--- config.mk ---
export PLATFORM = sky130hd
export DESIGN_NAME = rv32_multicycle_core
export DESIGN_NICKNAME = d
export VERILOG_FILES = /design/src/rtl/rv32_multicycle_core.sv
export SDC_FILE = /design/constraint.sdc
export NUM_CORES = 2
export LEC_CHECK = 0
export BUFFER_PORTS_ARGS = -buffer_cell sky130_fd_sc_hd__buf_2
export CAP_MARGIN = 10
export CELL_PAD_IN_SITES_DETAIL_PLACEMENT = 0
export CELL_PAD_IN_SITES_GLOBAL_PLACEMENT = 1
export CORE_MARGIN = 2
export CORE_UTILIZATION = 49
export DETAILED_ROUTE_END_ITERATION = 8
export PLACE_DENSITY_LB_ADDON = 0.1
export SLEW_MARGIN = 40
export SYNTH_ARGS = -nofsm -noshare
export SYNTH_HDL_FRONTEND = slang
export SYNTH_SLANG_ARGS = --single-unit
--- constraint.sdc ---
create_clock -name clk -period 6.04 [get_ports clk]
set_input_delay 1.208 -clock clk [delete_from_list [all_inputs] [get_ports clk]]
set_output_delay 1.208 -clock clk [all_outputs]
set_load 0.02 [all_outputs]
--- src/rtl/rv32_multicycle_core.sv ---
// Multi-cycle RV32I/RV32E integer core (no loads/stores).
// Each instruction walks FETCH_INSTR -> WAIT_INSTR -> FETCH_REGS -> EXECUTE.
// Retired register writes are reported one cycle later on the wb_* port.
// SYSTEM instructions halt the core cleanly. Unsupported encodings halt it
// with trap raised.
module rv32_multicycle_core #(
    parameter logic [31:0] RESET_ADDR = 32'h0,
    parameter int          ADDR_WIDTH = 24,
    parameter int          NREGS      = 32
) (
    input  logic                  clk,
    input  logic                  resetn,
    output logic [ADDR_WIDTH-1:0] mem_addr,
    output logic                  mem_rstrb,
    input  logic [31:0]           mem_rdata,
    input  logic                  mem_rbusy,
    output logic                  wb_valid,
    output logic [4:0]            wb_rd,
    output logic [31:0]           wb_data,
    output logic [ADDR_WIDTH-1:0] pc,
    output logic                  halted,
    output logic                  trap
);

    // Bank index width: 16 registers for RV32E, 32 for RV32I.
    localparam int IDX_W = (NREGS == 16) ? 4 : 5;
    localparam logic [5:0] NREGS_L = 6'(NREGS);
    localparam logic [31:0] NOP = 32'h0000_0013;  // ADDI x0,x0,0
    localparam logic [ADDR_WIDTH-1:0] RESET_PC = {RESET_ADDR[ADDR_WIDTH-1:2], 2'b00};
    localparam logic [ADDR_WIDTH-1:0] PC_STEP  = ADDR_WIDTH'(4);

    localparam logic [6:0] OP_ALU_REG = 7'b0110011;
    localparam logic [6:0] OP_ALU_IMM = 7'b0010011;
    localparam logic [6:0] OP_LUI     = 7'b0110111;
    localparam logic [6:0] OP_AUIPC   = 7'b0010111;
    localparam logic [6:0] OP_JAL     = 7'b1101111;
    localparam logic [6:0] OP_JALR    = 7'b1100111;
    localparam logic [6:0] OP_BRANCH  = 7'b1100011;
    localparam logic [6:0] OP_SYSTEM  = 7'b1110011;

    typedef enum logic [2:0] {
        FETCH_INSTR,
        WAIT_INSTR,
        FETCH_REGS,
        EXECUTE,
        HALT
    } state_t;

    state_t state_reg, state_next;

    logic [ADDR_WIDTH-1:0] pc_reg;
    logic [31:0]           instr_reg;
    logic                  wb_valid_reg;
    logic [4:0]            wb_rd_reg;
    logic [31:0]           wb_data_reg;
    logic                  halted_reg;
    logic                  trap_reg;
    logic                  fetch_strobe;

    // Register bank: plain array with registered reads so it maps to RAM.
    logic [31:0] regs [NREGS];
    logic [31:0] rs1_raw_reg;
    logic [31:0] rs2_raw_reg;

    // ---------------------------------------------------------------
    // Instruction field decode
    // ---------------------------------------------------------------
    logic [6:0]  opcode;
    logic [4:0]  rd, rs1, rs2;
    logic [2:0]  funct3;
    logic        funct7_5;
    logic [31:0] i_imm, b_imm, u_imm, j_imm;

    assign opcode   = instr_reg[6:0];
    assign rd       = instr_reg[11:7];
    assign funct3   = instr_reg[14:12];
    assign rs1      = instr_reg[19:15];
    assign rs2      = instr_reg[24:20];
    assign funct7_5 = instr_reg[30];

    assign i_imm = {{20{instr_reg[31]}}, instr_reg[31:20]};
    assign b_imm = {{19{instr_reg[31]}}, instr_reg[31], instr_reg[7],
                    instr_reg[30:25], instr_reg[11:8], 1'b0};
    assign u_imm = {instr_reg[31:12], 12'b0};
    assign j_imm = {{11{instr_reg[31]}}, instr_reg[31], instr_reg[19:12],
                    instr_reg[20], instr_reg[30:21], 1'b0};

    logic is_alu_reg, is_alu_imm, is_lui, is_auipc, is_jal, is_jalr;
    logic is_branch, is_system;

    assign is_alu_reg = (opcode == OP_ALU_REG);
    assign is_alu_imm = (opcode == OP_ALU_IMM);
    assign is_lui     = (opcode == OP_LUI);
    assign is_auipc   = (opcode == OP_AUIPC);
    assign is_jal     = (opcode == OP_JAL);
    assign is_jalr    = (opcode == OP_JALR);
    assign is_branch  = (opcode == OP_BRANCH);
    assign is_system  = (opcode == OP_SYSTEM);

    // Legality: only register fields the format actually uses are range-checked.
    logic uses_rs1, uses_rs2, writes_rd, known_op, bad_index, bad_branch, illegal;

    assign uses_rs1   = is_alu_reg | is_alu_imm | is_jalr | is_branch;
    assign uses_rs2   = is_alu_reg | is_branch;
    assign writes_rd  = is_alu_reg | is_alu_imm | is_lui | is_auipc | is_jal | is_jalr;
    assign known_op   = writes_rd | is_branch;
    assign bad_index  = (uses_rs1  && ({1'b0, rs1} >= NREGS_L)) ||
                        (uses_rs2  && ({1'b0, rs2} >= NREGS_L)) ||
                        (writes_rd && ({1'b0, rd}  >= NREGS_L));
    assign bad_branch = is_branch && (funct3[2:1] == 2'b01);
    assign illegal    = !is_system && (!known_op || bad_index || bad_branch);

    // x0 is masked here rather than stored, so the bank needs no reset.
    logic [31:0] rs1_val, rs2_val;
    assign rs1_val = (rs1 == 5'd0) ? 32'd0 : rs1_raw_reg;
    assign rs2_val = (rs2 == 5'd0) ? 32'd0 : rs2_raw_reg;

    // ---------------------------------------------------------------
    // ALU
    // ---------------------------------------------------------------
    logic [31:0] alu_b;
    logic [4:0]  shamt;
    logic [31:0] alu_out;

    assign alu_b = is_alu_reg ? rs2_val : i_imm;
    assign shamt = is_alu_reg ? rs2_val[4:0] : instr_reg[24:20];

    // Integer ALU shared by register and immediate forms; SUB only for reg form.
    always_comb begin
        alu_out = 32'd0;
        case (funct3)
            3'b000: alu_out = (is_alu_reg && funct7_5) ? (rs1_val - alu_b) : (rs1_val + alu_b);
            3'b001: alu_out = rs1_val << shamt;
            3'b010: alu_out = {31'd0, $signed(rs1_val) < $signed(alu_b)};
            3'b011: alu_out = {31'd0, rs1_val < alu_b};
            3'b100: alu_out = rs1_val ^ alu_b;
            3'b101: alu_out = funct7_5 ? 32'($signed(rs1_val) >>> shamt) : (rs1_val >> shamt);
            3'b110: alu_out = rs1_val | alu_b;
            3'b111: alu_out = rs1_val & alu_b;
            default: alu_out = 32'd0;
        endcase
    end

    // Branch condition evaluation.
    logic take_branch;
    always_comb begin
        take_branch = 1'b0;
        case (funct3)
            3'b000: take_branch = (rs1_val == rs2_val);
            3'b001: take_branch = (rs1_val != rs2_val);
            3'b100: take_branch = ($signed(rs1_val) <  $signed(rs2_val));
            3'b101: take_branch = ($signed(rs1_val) >= $signed(rs2_val));
            3'b110: take_branch = (rs1_val <  rs2_val);
            3'b111: take_branch = (rs1_val >= rs2_val);
            default: take_branch = 1'b0;
        endcase
    end

    // ---------------------------------------------------------------
    // Next PC and write-back value
    // ---------------------------------------------------------------
    logic [ADDR_WIDTH-1:0] pc_plus4;
    logic [ADDR_WIDTH-1:0] pc_next;
    logic [31:0]           jalr_sum;
    logic [31:0]           result;

    assign pc_plus4 = pc_reg + PC_STEP;
    assign jalr_sum = rs1_val + i_imm;

    // Select next PC and result; all PC sums wrap at ADDR_WIDTH bits.
    always_comb begin
        pc_next = pc_plus4;
        result  = alu_out;
        if (is_lui) begin
            result = u_imm;
        end else if (is_auipc) begin
            result = 32'(pc_reg) + u_imm;
        end else if (is_jal) begin
            pc_next = pc_reg + j_imm[ADDR_WIDTH-1:0];
            result  = 32'(pc_plus4);
        end else if (is_jalr) begin
            pc_next = {jalr_sum[ADDR_WIDTH-1:2], 2'b00};
            result  = 32'(pc_plus4);
        end else if (is_branch && take_branch) begin
            pc_next = pc_reg + b_imm[ADDR_WIDTH-1:0];
        end
    end

    logic do_write;
    assign do_write = (state_reg == EXECUTE) && !is_system && !illegal &&
                      writes_rd && (rd != 5'd0);

    // ---------------------------------------------------------------
    // Control FSM
    // ---------------------------------------------------------------

    // State register; reset restarts at the fetch of RESET_ADDR.
    always_ff @(posedge clk) begin
        if (!resetn) begin
            state_reg <= FETCH_INSTR;
        end else begin
            state_reg <= state_next;
        end
    end

    // Next-state logic and fetch strobe.
    always_comb begin
        state_next   = state_reg;
        fetch_strobe = 1'b0;
        case (state_reg)
            FETCH_INSTR: begin
                fetch_strobe = 1'b1;
                state_next   = WAIT_INSTR;
            end
            WAIT_INSTR: begin
                if (!mem_rbusy) begin
                    state_next = FETCH_REGS;
                end
            end
            FETCH_REGS: state_next = EXECUTE;
            EXECUTE:    state_next = (is_system || illegal) ? HALT : FETCH_INSTR;
            HALT:       state_next = HALT;
            default:    state_next = HALT;
        endcase
    end

    // ---------------------------------------------------------------
    // Datapath registers
    // ---------------------------------------------------------------

    // Instruction latch, PC update, write-back report and halt flags.
    always_ff @(posedge clk) begin
        if (!resetn) begin
            pc_reg       <= RESET_PC;
            instr_reg    <= NOP;
            wb_valid_reg <= 1'b0;
            wb_rd_reg    <= 5'd0;
            wb_data_reg  <= 32'd0;
            halted_reg   <= 1'b0;
            trap_reg     <= 1'b0;
        end else begin
            wb_valid_reg <= 1'b0;
            case (state_reg)
                WAIT_INSTR: begin
                    if (!mem_rbusy) begin
                        instr_reg <= mem_rdata;
                    end
                end
                EXECUTE: begin
                    if (is_system) begin
                        halted_reg <= 1'b1;
                        trap_reg   <= 1'b0;
                    end else if (illegal) begin
                        halted_reg <= 1'b1;
                        trap_reg   <= 1'b1;
                    end else begin
                        pc_reg <= pc_next;
                        if (do_write) begin
                            wb_valid_reg <= 1'b1;
                            wb_rd_reg    <= rd;
                            wb_data_reg  <= result;
                        end
                    end
                end
                default: begin
                end
            endcase
        end
    end

    // Register bank: write at end of EXECUTE, operand reads in FETCH_REGS.
    always_ff @(posedge clk) begin
        if (resetn && do_write) begin
            regs[rd[IDX_W-1:0]] <= result;
        end
        if (state_reg == FETCH_REGS) begin
            rs1_raw_reg <= regs[rs1[IDX_W-1:0]];
            rs2_raw_reg <= regs[rs2[IDX_W-1:0]];
        end
    end

    // Strobe is masked while reset is held so none escapes during reset.
    assign mem_rstrb = fetch_strobe & resetn;
    assign mem_addr  = pc_reg;
    assign pc        = pc_reg;
    assign wb_valid  = wb_valid_reg;
    assign wb_rd     = wb_rd_reg;
    assign wb_data   = wb_data_reg;
    assign halted    = halted_reg;
    assign trap      = trap_reg;

endmodule

-- Yosys cells after proc, flatten, opt, wreduce, memory -nomap -nowiden
Memory sizes are Yosys's and may differ from the RTL's. A register that Yosys moved wholly into a read port is not among the register bits.
Cells that the tools add are included.
- add/subtract/negate cells: 7
- order comparisons: 6
- eq/ne operators: 22
- shift operators: 3
- multiplexer cells: 27
- bitwise gates (word level): 15
- reduce and logical (&&, ||, !) cells: 25
- operators by type and width (operator ; count):
    two-way mux 32 bit ; 9
    one-hot mux 32 bit (8 select lines) ; 1
    less-than comparator 32 bit ; 4
    two-way mux 24 bit ; 5
    adder 24 bit ; 3
    >= comparator 32 bit ; 2
    adder 24 x 32 -> 32 bit ; 1
    adder 32 bit ; 1
    AND 32 bit ; 1
    equality test 32 bit ; 1
    inequality test 32 bit ; 1
    OR 32 bit ; 1
    left shift 32 x 5 -> 32 bit ; 1
    >> shifter 32 x 5 -> 32 bit ; 1
    >>> shifter 32 x 5 -> 32 bit ; 1
    subtractor 32 bit ; 1
    XOR 32 bit ; 1
    equality test 7 bit, second input constant ; 4
    adder 24 x 3 -> 24 bit, second input constant ; 1
    equality test 7 x 5 -> 1 bit, second input constant ; 2
    equality test 7 x 6 -> 1 bit, second input constant ; 2
    equality test 3 x 2 -> 1 bit, second input constant ; 4
    equality test 3 bit, second input constant ; 4
    one-hot mux 3 bit (4 select lines) ; 1
    other kinds (21) ; 52
- register bits after elaboration: 99
- bits in writable memories: 1024
- output and inout port bits: 89
- memories: 1
- memories (memory ; words ; width ; rd ports ; clocked after Yosys merged registers in ; wr ports ; RTL line ; source):
    regs ; 32 ; 32 ; 2 ; 2 ; 1 ; 61 ; logic [31:0] regs [NREGS];

-- Logic depth before layout (Yosys ltp)
- word-level depth: 17
- mapped depth: 21

-- Worst setup path after synthesis
Ideal clock, no wire load.
- path type: register to register
- start point: register instr_reg[21]
- end point: memory regs[0][0], data pin
- library setup time: 0.477 ns
- data arrival time: 6.131 ns
- data required time: 5.563 ns
- setup slack: -0.568 ns
- cell stages (with the launch flop): 21
- period minus slack after synthesis: 6.608 ns
- path through: dfxtp_1 buf_2 or4_4 o21ai_1 o21a_1 buf_2 buf_2 buf_1 clkbuf_1 ha_1 clkbuf_1 nand2b_1 a21oi_1 nor4_1 o21a_1 a21oi_1 a2111oi_0 a211oi_1 o21ai_0 a221oi_1 a211oi_1
- word-level cells in the longest chain between the ends: 10
- elaborated cells on any way between the ends: 21
- RTL lines (item ; RTL line ; source):
    from (decl) ; 52 ; logic [31:0] instr_reg;
    from (signal assigned) ; 246 ; instr_reg <= mem_rdata;
    zero test 5 bit ; 116 ; assign rs2_val = (rs2 == 5'd0) ? 32'd0 : rs2_raw_reg;
    two-way mux 32 bit ; 116 ;
    two-way mux 32 bit or two-way mux 5 bit (tied branches) ; 125, 126 ;
    adder 32 bit (tied with other cells) ; 132 ; 3'b000: alu_out = (is_alu_reg && funct7_5) ? (rs1_val - alu_b) : (rs1_val + alu_b);
    two-way mux 32 bit (on tied branches) ; 132, 137 ;
    one-hot mux 32 bit (8 select lines) (*) ; 131 ; case (funct3)
    two-way mux 32 bit (*) ; 181 ; end else if (is_jalr) begin
    two-way mux 32 bit (*) ; 178 ; end else if (is_jal) begin
    two-way mux 32 bit (*) ; 176 ; end else if (is_auipc) begin
    two-way mux 32 bit (*) ; 174 ; if (is_lui) begin
    net result[0] ; 165 ; logic [31:0] result;
    to (decl) ; 61 ;
The timed path passes the listed nets; every way through them passes the cells marked *.

-- Worst setup path after layout
- start point: register instr_reg[21]
- end point: memory regs[1][0], data pin
The elaborated chain is that of the path after synthesis.

==> flow_summary_export.csv <==
group,metric,value,unit
outcome,outcome,"finished, final reports clean",
route,wl_met3,25410,um
synthesis,async_reset_ff_share,0,%
grt,antenna_found_initial,22,
sta,setup_tns,0,ps
synthesis,ys_ff_latch,1186,
synthesis,seq_area_frac_synth,51.22,%
clock_tree,clock_latency,800,ps
run,maxCapViolCount,0,
place,port_buffers,121,
critical_path,crit_path_end_kind,"flip-flop",
route,routed_wl,262800,um
synthesis,ys.warnings.count,0,
route,drc,0,
grt,grt_pass1_vias,47526,
sta,timing.final.crit_share,95.56,%
critical_path,cp_data_required_time,6540,ps
route,drt_pass1_iterations,6,
critical_path,cp.arrival,6280,ps
power,p_total,21.86,mW
sta,fin_hold_ws,454.5,ps
layout,largest_register_ffs,1024,
layout,mostFrequentLayoutCells,"edfxtp_1 (1088), mux4_2 (643), nand2_1 (440)",
floorplan,die-height,375.5,um
power,irDropWorstVdd,318.9,uV
sta,finalSetupViolCount,0,
synthesis,yosysTopAreaCell,"edfxtp_1",
sta,drv_slew,0,
sta,period_minus_slack,5772,ps
place,gp_congestion,1.050,
synthesis,yosys_most_used_dff,"edfxtp_1",
route,wl_met2,118400,um
synthesis,synthTopCellsByArea,"edfxtp_1 (48%), mux4_2 (21%), ha_1 (3.5%), dfxtp_1 (2.9%), nand2_1 (2.5%)",
hold_path,hold_start,"wb_data[15]$_SDFFE_PN0P_",
floorplan,start_util,49.30,%
route,via_per_inst,6.932,
clock_tree,clkSlewWorstSetupHoldPaths,60,ps
route,ant_nets,0,
synthesis,synth_edf_count,1088,
route,vias,48517,
floorplan,rows,136,
sta,worstMarginPinSlew,975.8,ps
route,wl_per_cell,37.55,um
critical_path,critPathLaunch,"instr_reg[21]$_SDFFE_PN0P_",
synthesis,syn-cell-area,0.06762,mm2
sta,finalHoldViolCount,0,
critical_path,crit_fanout,33,
clock_tree,root_buffer,"clkbuf_16",
layout,num-fill-cells,11292,
route,top_layer_used,"met5",
clock_tree,clock-sinks,1186,
hold_path,min_path_type,"reg -> reg",
power,power.density,284.6,mW/mm2
clock_tree,postCtsHoldBufs,0,
clock_tree,post_cts_buffers,0,
clock_tree,numCtsBuffers,132,
grt,grt_pass1_wl,366800,um
layout,final_common_cell,"edfxtp_1",
synthesis,netlist.area_leader.share,48.32,%
route,met1_length,106900,um
layout,synthToLayoutAreaGrowth,13.60,%
synthesis,synthCells,4901,
layout,final_nets,5328,
critical_path,path_class,"reg -> reg",
place,placed_cells,6747,
clock_tree,cts_tree,"built",
grt,grt_usage,37.25,%
floorplan,core-area,0.1372,mm2
critical_path,r2r-start,"instr_reg[21]$_SDFFE_PN0P_",
place,dp_hpwl,180400,um
power,p_leak,25.88,nW
sta,rsz0062_at_grt,"false",
clock_tree,cts_buffer_depth,3,
sta,fmax,173.3,MHz
critical_path,crit_path_start_kind,"flip-flop",
sta,fin_ws,268.5,ps
grt,grt_start_max_net_pins,133,
floorplan,ioPinCount,124,
layout,drive_gt1_share,26.81,%
clock_tree,cts_resized,0,
layout,stdcell_count,6999,
sta,clock_skew,55.10,ps
place,dp_slack,193.4,ps
grt,grt_overflow,0,
floorplan,die_x,375.5,um
floorplan,die-area,0.1410,mm2
synthesis,syn_area_per_cell,13.80,um2
route,drtIter0Drc,7088,
clock_tree,htreeDepth,4,
synthesis,synth_cell_types,89,
sta,maxSlewHeadroom,33.08,%
-- through the flow --
stage	area, um2	utilization (%)
after floorplan	67760	-
after global placement	71920	52.44
after detailed placement	72180	52.63
after CTS	76580	55.83
after global routing	76810	56.01
final	76820	56.01
-- power breakdown --
part | switching [mW] | internal [mW] | total, mW
Sequential | 0.0802 | 9.49 | 9.57
Combinational | 2.73 | 1.44 | 4.17
Clock | 3.53 | 4.59 | 8.12
-- cell type report --
cell class                 count  area (um2)  area share (%)
antenna                        1       2.502        0.003258
clock buffer                 165        3468           4.515
clock inverter                76       932.1           1.213
inverter                     134       510.5          0.6645
multi-input combinational   3222       31480           40.98
sequential                  1186       34670           45.13
tap                         1794        2245           2.922
timing repair buffer         421        3515           4.575
-- synth_stat cells, drive strengths merged (9+ instances only) --
cell type	n
o2111ai	17
ha	191
nand2b	33
and2	38
o21ai	267
o2bb2ai	15
o21a	25
a21oi	283
xor2	37
o221ai	20
o21bai	18
o22ai	21
a211oi	51
a21boi	10
buf	132
inv	133
nor2b	19
or2	9
clkbuf	261
nor2	263
a311oi	10
nor4	15
a221oi	21
and3	29
o211ai	65
nand2	442
mux4	643
a31oi	35
xnor2	73
or3	17
nand3	69
o31ai	18
edfxtp	1088
mux2	40
a21o	46
nor3	78
nand4	17
dfxtp	98
mux2i	130
-- worst max-delay path, stage by stage, from the launching register on --
cell and delay (ps):
dfxtp_4 370, or4_4 590, or2_1 420, a31oi_4 410, inv_2 100, fa_1 440
nand2b_1 190, a21oi_1 250, nor4_1 100, o21a_1 290, a21oi_1 460, a2111oi_0 210
buf_4 190, a211oi_1 390, o21ai_1 240, a221oi_1 460, a211oi_4 130, buf_6 220
-- per-layer routing --
layer  track usage [%]  vias up
met5                 0        -
met4             15.16       26
met3             7.553      517
met2             56.15     2868
met1             53.22    25166
li1                  -    19940
-- logic make-up after synthesis --
logic type	Yosys count	share of synthesized area, %
buffers and inverters	527	3.144
adders and majority gates	196	3.682
xor gates and xnor gates	110	1.425
AOI/OAI and AO/OA	1011	9.518
and+or+nand+nor	1057	6.998
other	1	0.005546
DFF	1186	51.22
muxes	813	24.01
-- final timing paths --
kind | endpoint | slack (ps) | cells past startpoint
worst min register to register | wb_data[15]$_SDFFE_PN0P_ | 450 | 2
worst max-delay path | regs[1][0]$_DFFE_PP_ | 270 | 17
worst max register to register | regs[1][0]$_DFFE_PP_ | 270 | 17
worst min-delay path | wb_data[15]$_SDFFE_PN0P_ | 450 | 2
No activity file was read; power rests on OpenSTA's default activity.
